==> src/rtl/turn_signal_controller_if.sv <==
// rtl/turn_signal_controller_if.sv - stalk/hazard inputs and lamp-sequencer request bundle
//   master: driver-side switches out, lamp requests in
//   slave : controller side (switches in, TL/TR/E/step_en/state_o out)
interface turn_signal_controller_if;
    logic       stalk_l;
    logic       stalk_r;
    logic       hazard_sw;
    logic       TL;
    logic       TR;
    logic       E;
    logic       step_en;
    logic [2:0] state_o;

    modport master (
        output stalk_l, stalk_r, hazard_sw,
        input  TL, TR, E, step_en, state_o
    );

    modport slave (
        input  stalk_l, stalk_r, hazard_sw,
        output TL, TR, E, step_en, state_o
    );
endinterface

==> src/rtl/turn_signal_controller.sv <==
// rtl/turn_signal_controller.sv - debounce, arbitration and step timing for the sequential tail lamps
//   clk            : system clock, all state on rising edge
//   rst            : synchronous active-high reset
//   bus.stalk_l    : raw left stalk (momentary)
//   bus.stalk_r    : raw right stalk (momentary)
//   bus.hazard_sw  : raw hazard switch level
//   bus.TL/TR/E    : left / right / hazard request to the lamp sequencer (one-hot or all 0)
//   bus.step_en    : one-cycle step pulse every TICK_DIV clocks, restarted on state change
//   bus.state_o    : IDLE=0 LEFT=1 RIGHT=2 HAZARD=3 GAP=4
module turn_signal_controller #(
    parameter int DB_CYCLES = 3,
    parameter int TICK_DIV  = 4,
    parameter int MAX_STEPS = 6,
    parameter int GAP_TICKS = 2
) (
    input  logic                      clk,
    input  logic                      rst,
    turn_signal_controller_if.slave   bus
);

    typedef enum logic [2:0] {
        S_IDLE   = 3'd0,
        S_LEFT   = 3'd1,
        S_RIGHT  = 3'd2,
        S_HAZARD = 3'd3,
        S_GAP    = 3'd4
    } state_t;

    localparam int DB_W     = $clog2(DB_CYCLES + 1);
    localparam int PS_W     = $clog2(TICK_DIV);
    localparam int STEP_LIM = (MAX_STEPS > GAP_TICKS) ? MAX_STEPS : GAP_TICKS;
    localparam int ST_W     = $clog2(STEP_LIM + 1);

    localparam logic [DB_W-1:0] DB_LAST   = DB_W'(DB_CYCLES - 1);
    localparam logic [PS_W-1:0] PS_LAST   = PS_W'(TICK_DIV - 1);
    localparam logic [ST_W-1:0] MAX_LAST  = ST_W'(MAX_STEPS - 1);
    localparam logic [ST_W-1:0] GAP_LAST  = ST_W'(GAP_TICKS - 1);

    // Debounce: index 0 = left stalk, 1 = right stalk, 2 = hazard
    logic [2:0]      raw;
    logic [2:0]      db;
    logic [DB_W-1:0] db_cnt [3];
    logic [1:0]      stalk_q;

    assign raw = {bus.hazard_sw, bus.stalk_r, bus.stalk_l};

    always_ff @(posedge clk) begin
        if (rst) begin
            db      <= '0;
            stalk_q <= '0;
            for (int i = 0; i < 3; i++) begin
                db_cnt[i] <= '0;
            end
        end else begin
            stalk_q <= db[1:0];
            for (int i = 0; i < 3; i++) begin
                if (raw[i] == db[i]) begin
                    db_cnt[i] <= '0;
                end else if (db_cnt[i] == DB_LAST) begin
                    db[i]     <= raw[i];
                    db_cnt[i] <= '0;
                end else begin
                    db_cnt[i] <= db_cnt[i] + DB_W'(1);
                end
            end
        end
    end

    // Simultaneous left+right presses are treated as no press at all
    logic edge_l, edge_r, press_l, press_r, haz;
    assign edge_l  = db[0] & ~stalk_q[0];
    assign edge_r  = db[1] & ~stalk_q[1];
    assign press_l = edge_l & ~edge_r;
    assign press_r = edge_r & ~edge_l;
    assign haz     = db[2];

    state_t          state, state_next;
    state_t          target, target_next;
    logic [PS_W-1:0] presc;
    logic [ST_W-1:0] step_cnt;
    logic            step_en;
    logic            state_change;

    assign step_en      = (presc == PS_LAST);
    assign state_change = (state_next != state);

    always_ff @(posedge clk) begin
        if (rst) begin
            state  <= S_IDLE;
            target <= S_IDLE;
        end else begin
            state  <= state_next;
            target <= target_next;
        end
    end

    always_comb begin
        state_next  = state;
        target_next = target;
        case (state)
            S_IDLE: begin
                if (haz)          state_next = S_HAZARD;
                else if (press_l) state_next = S_LEFT;
                else if (press_r) state_next = S_RIGHT;
            end
            S_LEFT: begin
                if (haz) begin
                    state_next  = S_GAP;
                    target_next = S_HAZARD;
                end else if (press_l) begin
                    state_next = S_IDLE;
                end else if (press_r) begin
                    state_next  = S_GAP;
                    target_next = S_RIGHT;
                end else if (step_en && step_cnt == MAX_LAST) begin
                    state_next = S_IDLE;
                end
            end
            S_RIGHT: begin
                if (haz) begin
                    state_next  = S_GAP;
                    target_next = S_HAZARD;
                end else if (press_r) begin
                    state_next = S_IDLE;
                end else if (press_l) begin
                    state_next  = S_GAP;
                    target_next = S_LEFT;
                end else if (step_en && step_cnt == MAX_LAST) begin
                    state_next = S_IDLE;
                end
            end
            S_HAZARD: begin
                if (!haz) state_next = S_IDLE;
            end
            S_GAP: begin
                // Target follows the latest request; exit uses this cycle's update
                if (haz)                     target_next = S_HAZARD;
                else if (press_l)            target_next = S_LEFT;
                else if (press_r)            target_next = S_RIGHT;
                else if (target == S_HAZARD) target_next = S_IDLE;
                if (step_en && step_cnt == GAP_LAST) state_next = target_next;
            end
            default: begin
                state_next  = S_IDLE;
                target_next = S_IDLE;
            end
        endcase
    end

    // Prescaler restarts on every state change so each state starts a full step
    always_ff @(posedge clk) begin
        if (rst || state_change) begin
            presc <= '0;
        end else if (step_en) begin
            presc <= '0;
        end else begin
            presc <= presc + PS_W'(1);
        end
    end

    always_ff @(posedge clk) begin
        if (rst || state_change) begin
            step_cnt <= '0;
        end else if (step_en && (state == S_LEFT || state == S_RIGHT || state == S_GAP)) begin
            step_cnt <= step_cnt + ST_W'(1);
        end
    end

    assign bus.TL      = (state == S_LEFT);
    assign bus.TR      = (state == S_RIGHT);
    assign bus.E       = (state == S_HAZARD);
    assign bus.step_en = step_en;
    assign bus.state_o = state;

endmodule

==> src/flat_wrapper.sv <==
// flat-port wrapper written by rule: the top's interface ports become plain ports
module turn_signal_controller_flat 
#(
    parameter int DB_CYCLES = 3,
    parameter int TICK_DIV  = 4,
    parameter int MAX_STEPS = 6,
    parameter int GAP_TICKS = 2
)
  (clk, rst, bus_stalk_l, bus_stalk_r, bus_hazard_sw, bus_TL, bus_TR, bus_E, bus_step_en, bus_state_o);
  turn_signal_controller_if bus_i ();
  input  logic clk;
  input  logic rst;
  input wire logic [$bits(bus_i.stalk_l)-1:0] bus_stalk_l;
  input wire logic [$bits(bus_i.stalk_r)-1:0] bus_stalk_r;
  input wire logic [$bits(bus_i.hazard_sw)-1:0] bus_hazard_sw;
  output wire logic [$bits(bus_i.TL)-1:0] bus_TL;
  output wire logic [$bits(bus_i.TR)-1:0] bus_TR;
  output wire logic [$bits(bus_i.E)-1:0] bus_E;
  output wire logic [$bits(bus_i.step_en)-1:0] bus_step_en;
  output wire logic [$bits(bus_i.state_o)-1:0] bus_state_o;
  assign bus_i.stalk_l = bus_stalk_l;
  assign bus_i.stalk_r = bus_stalk_r;
  assign bus_i.hazard_sw = bus_hazard_sw;
  assign bus_TL = bus_i.TL;
  assign bus_TR = bus_i.TR;
  assign bus_E = bus_i.E;
  assign bus_step_en = bus_i.step_en;
  assign bus_state_o = bus_i.state_o;
  turn_signal_controller #(.DB_CYCLES(DB_CYCLES), .TICK_DIV(TICK_DIV), .MAX_STEPS(MAX_STEPS), .GAP_TICKS(GAP_TICKS)) u_core (.clk(clk), .rst(rst), .bus(bus_i));
endmodule
==> config.mk <==
export PLATFORM = sky130hd
export DESIGN_NAME = turn_signal_controller_flat
export DESIGN_NICKNAME = d
export VERILOG_FILES = /design/src/rtl/turn_signal_controller_if.sv /design/src/rtl/turn_signal_controller.sv /design/src/flat_wrapper.sv
export SDC_FILE = /design/constraint.sdc
export NUM_CORES = 1
export LEC_CHECK = 0
export BUFFER_PORTS_ARGS = -buffer_cell sky130_fd_sc_hd__buf_4
export CORE_MARGIN = 2
export CORE_UTILIZATION = 40
export DETAILED_ROUTE_END_ITERATION = 8
export MAX_ROUTING_LAYER = met4
export PLACE_DENSITY_LB_ADDON = 0.08
export SLEW_MARGIN = 20
export SYNTH_ARGS = -nofsm -noshare
export SYNTH_HDL_FRONTEND = slang
export SYNTH_SLANG_ARGS = --single-unit
export TNS_END_PERCENT = 1
==> constraint.sdc <==
create_clock -name clk -period 1.8 [get_ports clk]
set_clock_uncertainty 0.05 [all_clocks]
set_input_delay 0.45 -clock clk [delete_from_list [all_inputs] [get_ports clk]]
set_output_delay 0.45 -clock clk [all_outputs]
set_load 0.005 [all_outputs]
* Word-level counts from Yosys, hierarchy flattened *
Memory sizes are Yosys's and may differ from the RTL's.
Index checks and enable logic that the tools add are counted.

storage, ports and cells
  register bits = 16
  RAM bits = 6
  input bits = 5
  output and inout bits = 7
  word-level logic and storage cells = 135
  memories kept = 1

operators by class
  $add $sub $neg = 5
  equality and inequality tests = 19
  muxes and demuxes = 68
  bitwise gates (word level) = 21
  reduce and logical (&&, ||, !) cells = 13

memories
  memory         words  width  read ports  clocked after Yosys merged registers in  write ports  RTL line                      RTL
  u_core.db_cnt  3      2      3           0                                        3            turn_signal_controller.sv:42  logic [DB_W-1:0] db_cnt [3];

operators by type and width
  operator                                                                 number
  3-bit 2-to-1 mux                                                         22
  1-bit 2-to-1 mux                                                         35
  2-bit 2-to-1 mux                                                         9
  3-bit case mux with 5 select lines                                       1
  3-bit case mux with 4 select lines                                       1
  3-bit by 2-bit equality test with 1-bit output, second input constant    3
  1-bit bitwise OR                                                         9
  2-bit by 1-bit adder with 2-bit output, second input constant            4
  2-bit equality test, second input constant                               4
  1-bit NOT                                                                8
  3-bit by 1-bit equality test with 1-bit output, second input constant    2
  3-bit equality test, second input constant                               2
  3-bit by 1-bit inequality test with 1-bit output, second input constant  2
  3-bit by 2-bit inequality test with 1-bit output, second input constant  2
  2-bit AND reduction                                                      3
  5-bit AND reduction                                                      1
  1-bit AND                                                                4
  2-bit OR reduction                                                       2
  3-bit by 1-bit adder with 3-bit output, second input constant            1
  1-bit equality test                                                      3
  1-bit logical AND                                                        3
  3-bit logical NOT                                                        1
  1-bit logical OR                                                         3
  3-bit inequality test                                                    1

* Depth between registers and ports, before layout *
  depth in word-level cells = 12
  mapped depth = 8

* Worst setup path before layout *
Ideal clock, no wire load.

  kind = flip-flop to flip-flop
  start = reg u_core.state[2], in the netlist u_core.bus.state_o[2]
  end = reg u_core.step_cnt[0]
  library setup time = 0.092 ns
  data arrival time = 1.660 ns
  data required time = 1.658 ns
  setup slack = -0.002 ns
  stages on the path, launching flop included = 7
  buffers on the path = 0
  path through = dfxtp_1 or3b_4 nor3b_4 a22oi_2 a211oi_2 o221ai_2 nor4_1

between the ends
  cells in the longest elaborated chain, start to end = 7
  elaborated cells between the ends (all ways) = 23

RTL lines
  item                                        RTL line                                                      RTL
  start: declaration                          turn_signal_controller.sv:77                                  state_t state, state_next;
  start signal: assignment                    turn_signal_controller.sv:92                                  state <= state_next;
  3-bit 2-to-1 mux                            turn_signal_controller.sv:115, turn_signal_controller.sv:128
  3-bit 2-to-1 mux, on equally long branches  turn_signal_controller.sv:125, turn_signal_controller.sv:112
  3-bit 2-to-1 mux, on equally long branches  turn_signal_controller.sv:123, turn_signal_controller.sv:110
  3-bit 2-to-1 mux, on equally long branches  turn_signal_controller.sv:120, turn_signal_controller.sv:107
  3-bit case mux with 5 select lines          turn_signal_controller.sv:100                                 case (state)
  3-bit inequality test                       turn_signal_controller.sv:85                                  assign state_change = (state_next != state);
  1-bit logical OR                            turn_signal_controller.sv:162                                 if (rst || state_change) begin
  end signal: assignment                      turn_signal_controller.sv:165                                 step_cnt <= step_cnt + ST_W'(1);
  end: declaration                            turn_signal_controller.sv:80                                  logic [ST_W-1:0] step_cnt;

Parallel ways exist; a longest one is shown, timed or not.
A chain may end at the register's enable or synchronous reset.

* Worst setup path in the final report *
  start = reg u_core.state[2], in the netlist u_core.bus.state_o[2]
  end = out bus_TR

between the ends
  cells in the longest elaborated chain, start to end = 1

RTL lines
  item                                            RTL line                       RTL
  3-bit by 2-bit equality test with 1-bit output  turn_signal_controller.sv:170  assign bus.TR = (state == S_RIGHT);
  end: declaration                                flat_wrapper.sv:17             output wire logic [$bits(bus_i.TR)-1:0] bus_TR;

No other way between the ends.

==> flow_metrics.env <==
export IMPL_outcome="complete, but fails checks"
export IMPL_violations="setup timing"
export IMPL_tritoncts="done"
export IMPL_synth_async_sr_flop_share=0
export IMPL_row_count=21
export IMPL_numCtsBuffers=3
export IMPL_min_from="bus_stalk_l"
export IMPL_synth_compound_area_frac=0.177
export IMPL_wirelength_um=2750
export IMPL_path_buf_inv=3
export IMPL_regToRegStartpoint="u_core.bus.state_o[0]"
export IMPL_io_pins=12
export IMPL_initialDrtViolationCount=51
export IMPL_post_dp_hpwl_um=2130
export IMPL_layout_setup_ws_ns=-0.0697
export IMPL_yosysSeqAreaShare=0.370
export IMPL_synthMuxAreaShare=0.0296
export IMPL_path_cells="buf_6, or2b_1, nor2_2, buf_4, buf_6"
export IMPL_fin_util=0.523
export IMPL_portBuffers=11
export IMPL_final_cells=228
export IMPL_critPathTopFamily="simple AND/OR/NAND/NOR gates"
export IMPL_fin_setup_tns_ns=-0.271
export IMPL_grt_pass1_vias=1112
export IMPL_cp_start_kind="flip-flop"
export IMPL_avgSynthCellArea_um2=9.67
export IMPL_ir_worst_vdd_mv=0.357
export IMPL_synth_simple_area_share=0.238
export IMPL_floorplan_die_area_mm2=0.00387
export IMPL_postRouteAntennaNets=0
export IMPL_gp_congestion=0.882
export IMPL_syn_inst=140
export IMPL_min_path_type="input pin to flip-flop"
export IMPL_wl_per_cell_um=12.0
export IMPL_synth_main_ff_cell="dfxtp_1"
export IMPL_die_h_um=62.2
export IMPL_dpl_instance_area_mm2=0.00163
export IMPL_clockBufferDepth=2
export IMPL_start_util=0.412
export IMPL_endpoint="bus_TR"
export IMPL_cts_htree_levels=1
export IMPL_cp_common_cell="buf_6"
export IMPL_slew_viol_final=0
export IMPL_cts_sinks=22
export IMPL_grt_usage=0.160
export IMPL_worst_hold_slack_ns=0.340
export IMPL_cp_num_cells=5
export IMPL_setup_viol=7
export IMPL_syn_to_final_growth_pct=26.8
export IMPL_design_area_mm2=0.00172
export IMPL_crit_start="u_core.bus.state_o[2]"
export IMPL_antennaDiodeCount=0
export IMPL_grt_overflow=0
export IMPL_clock_root_buffer="clkbuf_4"
export IMPL_drc=0
export IMPL_maxCapViolations=0
export IMPL_grt_max_degree=20
export IMPL_core_mm2=0.00328
export IMPL_vias=1124
export IMPL_dieWidth_um=62.2
export IMPL_first_pass_iters=4
export IMPL_worst_ep_arrival_time_ns=1.37
export IMPL_fin_crit_ns=1.87
export IMPL_synth_xor_area_frac=0.0453
export IMPL_synthAdderAreaFrac=0.0555
export IMPL_crit_path_max_fanout=3
export IMPL_fmax_mhz=535
export IMPL_yosysWarnings=0
export IMPL_clk_pin_slew_ns=0.12
export IMPL_synth_top_family_by_area="simple AND/OR/NAND/NOR gates"
export IMPL_syn_area_mm2=0.00135
export IMPL_r2r_slack_ns=-0.07
export IMPL_cts_hold_buf=0
export IMPL_p_leak_nw=0.708
export IMPL_pre_cts_ws_ns=-0.0941
export IMPL_dp_cells=222
export IMPL_synth_edf_count=6
export IMPL_critPathKind="flip-flop to output pin"
export IMPL_yosys_cell_types_count=47
export IMPL_cp_required_ns=1.30
export IMPL_post_route_period_util=1.04
export IMPL_layout_drive_gt1_share=0.363
export IMPL_r2r_cells=9
export IMPL_end_kind="output pin"
export IMPL_powerDensity_mw_per_mm2=651
export IMPL_antenna_found_initial=0
export IMPL_insertion_delay_ns=0.30
export IMPL_grt_pass1_wl_um=4880
export IMPL_finalPower_mw=1.12
export IMPL_cpMaxStageDelayCell="dfxtp_2"
export IMPL_fin_nets=194
export IMPL_ys_ff_latch=22
export IMPL_r2r_end="u_core.step_cnt[1]"
export IMPL_via_per_inst=4.93
export IMPL_critPathMaxStageDelay_ns=0.34
export IMPL_hold_viol=0
export IMPL_rsz0062_at_grt="yes"
[synthesized netlist by cell type, types with 2 or more instances]
cell type | number | share of area
dfxtp_1 | 16 | 0.24
a21oi_1 | 6 | 0.022
nand2_1 | 6 | 0.017
o21ai_0 | 2 | 0.0074
clkbuf_8 | 4 | 0.041
a22oi_1 | 2 | 0.011
nor3_1 | 4 | 0.015
xor2_1 | 2 | 0.013
xnor2_1 | 5 | 0.032
inv_1 | 9 | 0.025
buf_6 | 2 | 0.017
nor4_1 | 2 | 0.0092
a21boi_0 | 3 | 0.017
nand3_1 | 5 | 0.018
nor2_1 | 19 | 0.053
mux2i_1 | 4 | 0.030
or3_1 | 4 | 0.018
nand4_1 | 2 | 0.0092
edfxtp_1 | 6 | 0.13
a211oi_1 | 2 | 0.011
ha_1 | 6 | 0.055
nor2b_1 | 2 | 0.0092
o221ai_1 | 2 | 0.013
and2b_2 | 2 | 0.013
[metal layers]
metal / wire length (um) / GRT usage
met1: 1350 / 0.203
met2: 1280 / 0.253
met3: 56 / 0.0272
met4: 59 / 0.0667
met5: 0 / -
[worst min path at each step]
| stage | endpoint | slack [ns] | cells past startpoint |
|---|---|---|---|
| floorplan | u_core.target[0] | 0.40 | 2 |
| finish | u_core.db[0] | 0.34 | 3 |
| detailed placement | u_core.presc[0] | 0.46 | 2 |
| CTS | u_core.db[0] | 0.32 | 3 |
| global placement | u_core.target[1] | 0.44 | 2 |
| global route | u_core.db[2] | 0.36 | 3 |
[layout make-up]
cell class,count,area [um2]
Clock buffer,4,26.3
Fill cell,330,1570
Inverter,9,33.8
Multi-Input combinational cell,108,792
Sequential cell,22,503
Tap cell,46,57.6
Timing Repair Buffer,39,304
[cells by family (layout without fill, tap and decap cells)]
logic type               after synthesis  in the layout
multiplexers                           4              4
XOR/XNOR                               7              7
buffers and inverters                 15             52
AO/OA/AOI/OAI                         29             29
adder cells (fa/ha/maj)                6              6
other                                  1              6
AND/OR/NAND/NOR                       56             56
flip-flops                            22             22
[cell usage in the layout (no fill, tap or decap), types with 3 or more instances in the layout]
cell	synthesis	routed
buf_4	0	36
nor2_1	19	17
dfxtp_1	16	14
inv_1	9	9
nand2_1	6	6
ha_1	6	6
edfxtp_1	6	6
conb_1	1	6
nand3_1	5	5
xnor2_1	5	5
a21oi_1	6	5
or3_1	4	4
mux2i_1	4	3
nor3_1	4	3
clkbuf_4	0	3
buf_6	2	3
[registers in the layout (all words and copies together) (netlist names)]
name and cells:
u_core.bus.state_o 3, u_core.presc 2, u_core.db 3, u_core.step_cnt 3, u_core.db_cnt 6, u_core.stalk_q 2
u_core.target 3
[report_power, final]
| part | switching, mW | internal (mW) |
|---|---|---|
| Sequential | 0.0179 | 0.543 |
| Combinational | 0.164 | 0.160 |
| Clock | 0.147 | 0.0863 |
[what timing repair did]
item / CTS / global route
setup buffers: 0 / 2
pin swaps: 3 / 6
gates resized for setup: 6 / 8
setup endpoints to repair: 9 / 9
[tightest hold or removal path, cell delays in order]
cell and delay (ns):
buf_4 0.09, mux2i_1 0.06, nor2_1 0.07
No activity file was read; power rests on OpenSTA's default activity.
